<file path="config.mk">
export PLATFORM = sky130hd
export DESIGN_NAME = step_sequencer
export DESIGN_NICKNAME = d
export VERILOG_FILES = /design/src/rtl/step_sequencer_pkg.sv /design/src/rtl/step_sequencer_onehot_decode.sv /design/src/rtl/step_sequencer.sv
export SDC_FILE = /design/constraint.sdc
export NUM_CORES = 1
export LEC_CHECK = 0
export ABC_AREA = 1
export CAP_MARGIN = 15
export CELL_PAD_IN_SITES_DETAIL_PLACEMENT = 1
export CELL_PAD_IN_SITES_GLOBAL_PLACEMENT = 1
export CORE_ASPECT_RATIO = 0.8
export CORE_MARGIN = 2
export CORE_UTILIZATION = 34
export CTS_CLUSTER_SIZE = 14
export DETAILED_ROUTE_END_ITERATION = 10
export PLACE_DENSITY_LB_ADDON = 0.08
export SETUP_SLACK_MARGIN = 0.05
export SYNTH_ARGS = -nofsm -noshare
export SYNTH_HDL_FRONTEND = slang
export SYNTH_SLANG_ARGS = --single-unit
export TNS_END_PERCENT = 50
</file>
<file path="constraint.sdc">
create_clock -name clk -period 2.8 [get_ports clk]
set_input_delay 0.42 -clock clk [delete_from_list [all_inputs] [get_ports clk]]
set_output_delay 0.42 -clock clk [all_outputs]
set_load 0.01 [all_outputs]
</file>
<file path="src/rtl/step_sequencer_pkg.sv">
// Shared definitions for the step sequencer: FSM state codes and the sizing check.
// Imported by step_sequencer and onehot_decode.
package step_sequencer_pkg;

   localparam logic [1:0] SEQ_IDLE  = 2'd0;
   localparam logic [1:0] SEQ_RUN   = 2'd1;
   localparam logic [1:0] SEQ_PAUSE = 2'd2;

   // True when the step index can hold every position and there are at least two positions.
   function automatic bit sizing_ok(input int num_steps, input int step_w);
      return (num_steps >= 2) && ((64'd1 << step_w) >= 64'(num_steps));
   endfunction

endpackage

</file>
<file path="src/rtl/step_sequencer_onehot_decode.sv">
// Index-to-one-hot decoder driving the LED bank; all outputs low when en is low.
// Kept separate so the LED width can be reused by other boards.
module onehot_decode
   import step_sequencer_pkg::*;
#(
   parameter int WIDTH = 8,
   parameter int IDX_W = 3
) (
   input  logic [IDX_W-1:0] idx,
   input  logic             en,
   output logic [WIDTH-1:0] onehot
);

   always_comb begin
      onehot = '0;
      for (int unsigned i = 0; i < WIDTH; i++) begin
         if (en && (idx == IDX_W'(i))) begin
            onehot[i] = 1'b1;
         end
      end
   end

endmodule

</file>
<file path="src/rtl/step_sequencer.sv">
// One-hot LED step sequencer advanced by divider ticks, with go/stop control and pass counting.
// Define SEQ_BOUNCE_EN for ping-pong motion instead of wrapping.
module step_sequencer
   import step_sequencer_pkg::*;
#(
   parameter int NUM_STEPS = 8,
   parameter int STEP_W    = 3,
   parameter int LOOPS     = 0,
   parameter int LOOP_W    = 8
) (
   input  logic                 clk,
   input  logic                 rst,
   input  logic                 tick,
   input  logic                 go,
   input  logic                 stop,
   input  logic                 dir,
   output logic [NUM_STEPS-1:0] leds,
   output logic [STEP_W-1:0]    step,
   output logic                 running,
   output logic                 done
);

   localparam logic [STEP_W-1:0] LAST      = STEP_W'(NUM_STEPS - 1);
   localparam logic [LOOP_W-1:0] LOOPS_V   = LOOP_W'(LOOPS);
   localparam bit                AUTO_STOP = (LOOPS != 0);

   generate
      if (!sizing_ok(NUM_STEPS, STEP_W)) begin : g_bad_sizing
         $error("step_sequencer: NUM_STEPS must be >= 2 and fit in STEP_W bits");
      end
   endgenerate

   logic [1:0]           state, state_nx;
   logic [STEP_W-1:0]    step_nx, step_adv;
   logic [LOOP_W-1:0]    pass_cnt, pass_nx, pass_inc;
   logic                 done_nx;
   logic                 at_end;
   logic                 down;
   logic [NUM_STEPS-1:0] leds_nx;

`ifdef SEQ_BOUNCE_EN
   // Direction is latched on go from IDLE and then owned by the bounce logic.
   logic down_q, down_nx;
   assign down = down_q;
`else
   assign down = dir;
`endif

   assign at_end   = down ? (step == '0) : (step == LAST);
   assign step_adv = down ? (step - 1'b1) : (step + 1'b1);
   assign pass_inc = pass_cnt + 1'b1;

   always_comb begin
      state_nx = state;
      step_nx  = step;
      pass_nx  = pass_cnt;
      done_nx  = 1'b0;
`ifdef SEQ_BOUNCE_EN
      down_nx  = down_q;
`endif
      case (state)
         SEQ_IDLE: begin
            if (!stop && go) begin
               state_nx = SEQ_RUN;
               step_nx  = dir ? LAST : '0;
               pass_nx  = '0;
`ifdef SEQ_BOUNCE_EN
               down_nx  = dir;
`endif
            end
         end
         SEQ_RUN: begin
            if (stop) begin
               state_nx = SEQ_PAUSE;
            end else if (tick) begin
               if (at_end) begin
                  pass_nx = pass_inc;
                  if (AUTO_STOP && (pass_inc == LOOPS_V)) begin
                     state_nx = SEQ_IDLE;
                     step_nx  = '0;
                     done_nx  = 1'b1;
                  end else begin
`ifdef SEQ_BOUNCE_EN
                     // Turn around: step back away from the end just shown.
                     down_nx = !down_q;
                     step_nx = down_q ? (step + 1'b1) : (step - 1'b1);
`else
                     step_nx = down ? LAST : '0;
`endif
                  end
               end else begin
                  step_nx = step_adv;
               end
            end
         end
         SEQ_PAUSE: begin
            if (stop) begin
               state_nx = SEQ_IDLE;
               step_nx  = '0;
            end else if (go) begin
               state_nx = SEQ_RUN;
            end
         end
         default: begin
            state_nx = SEQ_IDLE;
            step_nx  = '0;
         end
      endcase
   end

   // Decode the next step so leds and step land on the same edge.
   onehot_decode #(
      .WIDTH (NUM_STEPS),
      .IDX_W (STEP_W)
   ) u_decode (
      .idx    (step_nx),
      .en     (state_nx != SEQ_IDLE),
      .onehot (leds_nx)
   );

   always_ff @(posedge clk) begin
      if (rst) begin
         state    <= SEQ_IDLE;
         step     <= '0;
         leds     <= '0;
         running  <= 1'b0;
         done     <= 1'b0;
         pass_cnt <= '0;
`ifdef SEQ_BOUNCE_EN
         down_q   <= 1'b0;
`endif
      end else begin
         state    <= state_nx;
         step     <= step_nx;
         leds     <= leds_nx;
         running  <= (state_nx == SEQ_RUN);
         done     <= done_nx;
         pass_cnt <= pass_nx;
`ifdef SEQ_BOUNCE_EN
         down_q   <= down_nx;
`endif
      end
   end

endmodule

</file>
==> summary.txt <==
Outcome
  – Status: finished clean

Route
  – Routed WL per cell: 11.6 µm
  – Drt drc: 0
  – Detailed Route WL: 1770 µm
  – Via total after detailed routing: about 700
  – DRT Pass-1 Iters: 2
  – Post-DRT Antenna Nets: 0
  – DR vias/cell: roughly 4.6
  – First DRT Iteration DRCs: 4

Die
  – Row Count: 14
  – Initial core utilization: 0.368
  – Die X-Extent: 55.0 µm
  – Die area: ~2500 µm²
  – Chip height: 44.8 µm
  – Core area: 1930 µm²
  – Number of I/O pins: 19

STA
  – Final Hold Fails: 0
  – Setup tns final: 0 ps
  – Worst Skew: 3.02 ps
  – Count of final setup violators: 0
  – Fin crit period: between 1500 and 2000 ps
  – Max-slew violation count: 0
  – Fin worst setup slack: 901 ps
  – Fmax: 0.527 GHz
  – RSZ-0062 raised after global routing: no
  – Period utilisation layout: 0.678

Global route
  – First-pass GRT wire length: 2990 µm
  – Largest net degree at the start of global routing: 9
  – Vias in the first global route: 690
  – Initial antenna violation count: 0
  – Total grt overflow: 0
  – Gr usage total: 0.173

CTS
  – CTS tree: yes
  – Clock transition at the registers of the reported paths: about 80 ps
  – CTS Buf Count: 3
  – # resized after CTS: 0
  – Clock Path Buffers: 2
  – CTS HTree Levels: 1
  – Hold_buf cts: 0
  – Post-CTS setup buffers: 0
  – CTS sink cnt: 14
  – Root buf cell: clkbuf_4
  – Worst-Skew Late Latency: 290 ps

Setup path
  – Critical Path AT: ~2100 ps
  – Crit path max fanout: 4
  – Worst R2R Start: step[0]
  – Worst EP required: 2990 ps
  – Reg2Reg Capture Point: leds[0]
  – CP Class: in -> reg
  – Worst reg-to-reg path cell count: 8
  – Worst reg2reg setup slack: 1110 ps
  – Critical Path Source Type: input port
  – CP Capture Type: flop

Placement
  – DP Wirelength: about 1500 µm
  – Dpl cells: around 150
  – GP Congestion: around 0.79
  – Dpl ws: 568 ps
  – Port bufs: 17

Synthesis
  – Synth Register Bits: 14
  – Netlist Area Pre-Place: 708 µm²
  – Synth Net Count: between 100 and 150
  – Post-Synthesis Cells: 108
  – Syn Area/Cell: ~6.6 µm²
  – Sequential fraction of the synthesis area: 0.396
  – Unique cell type count in the Yosys netlist: 14
  – Warnings, synthesis: 0

Finish
  – Layout Utilization: 0.486
  – Area growth from synthesis to layout: 32.3%
  – Final std cells w/o fill: 152
  – Nets: approximately 140
  – Filler cells: between 200 and 300
  – Share of cells above drive strength 1: 0.117
  – ANT cells: 0
  – Most common library cell in the layout ignoring fill and taps: nand2_1
  – Commonest cells after routing, fill and taps aside: nand2_1, nor2_1, inv_1, clkdlybuf4s50_1, dfxtp_1

Hold path
  – Hold depth: 4
  – Hold EP: state[1]
  – Worst hold-check path type: reg -> reg
  – Min-Delay Startpoint: state[1]

Job
  – Max-cap violations: 0

Power and ir drop
  – Leak Pwr: 0.459 nW
  – Max IR drop VDD: just over 0.3 mV
  – Power Dens Cells: 475 nW/µm²
[stage by stage]
stage | power (mW) | hold slack [ps] | cell area [µm²]
final | 0.445 | 700 | 937
after global routing | 0.472 | 762 | 937
after CTS | 0.450 | 703 | 937
after detailed placement | 0.304 | 690 | 901
after global placement | 0.300 | 666 | 901
after floorplan | 0.269 | 489 | 708
[layout make-up]
cell class                 count  area, µm²  area share
clock buffer                   4       36.3      0.0387
inverter                      18       67.6      0.0721
multi-input combinational     75        353       0.377
sequential                    14        280       0.299
timing repair buffer          17        170       0.182
tap                           24       30.0      0.0320
[how the worst max path moves through the flow]
stage,from,endpoint,slack [ps]
floorplan,step[0],leds[0],1250
global placement,dir,leds[4],660
detailed placement,dir,leds[0],570
CTS,dir,leds[0],880
global route,dir,leds[2],780
finish,dir,leds[0],900
[synthesized netlist by cell type]
library cell | count | area share
nand2_2 | 5 | 0.044
nand3_1 | 12 | 0.085
inv_2 | 1 | 0.0053
nand2_1 | 29 | 0.15
dfxtp_1 | 14 | 0.40
fa_1 | 1 | 0.028
nor2_1 | 19 | 0.10
o21ai_0 | 2 | 0.014
conb_1 | 1 | 0.0053
nand3_2 | 3 | 0.042
nor2_2 | 2 | 0.018
inv_1 | 17 | 0.090
a21oi_1 | 1 | 0.0071
buf_4 | 1 | 0.011
[routing by layer]
| layer | part of all wire | track usage | wire length [µm] |
|---|---|---|---|
| met3 | 0.056 | 0.0762 | 99 |
| met4 | 0 | 0.0293 | 0 |
| met5 | 0 | 0 | 0 |
| met1 | 0.48 | 0.223 | 853 |
| met2 | 0.46 | 0.274 | 812 |
[registers in the layout (all words and copies together) (netlist names)]
name     count
leds         8
running      1
state        2
step         3
[cells by family after synthesis]
logic type | after synthesis | share of synthesized area
adder cells (fa/ha/maj) | 1 | 0.0283
flip-flops | 14 | 0.396
buffers and inverters | 19 | 0.106
AO/OA/AOI/OAI | 3 | 0.0212
AND/OR/NAND/NOR | 70 | 0.443
other | 1 | 0.00530
[critical path, cell delays in order]
cell and delay [ps]:
clkdlybuf4s50_1 500, inv_1 110, fa_1 470, o21ai_0 180, nand2_1 90, nand2_2 90, nand2_2 70, nand2_1 100
nor2_1 50
[report_power, final]
part	internal (mW)	switching (mW)
clock network	0.0793	0.0673
logic	0.0356	0.0498
registers	0.206	0.00681
total	0.321	0.124
(Power assumes the default switching activity.)
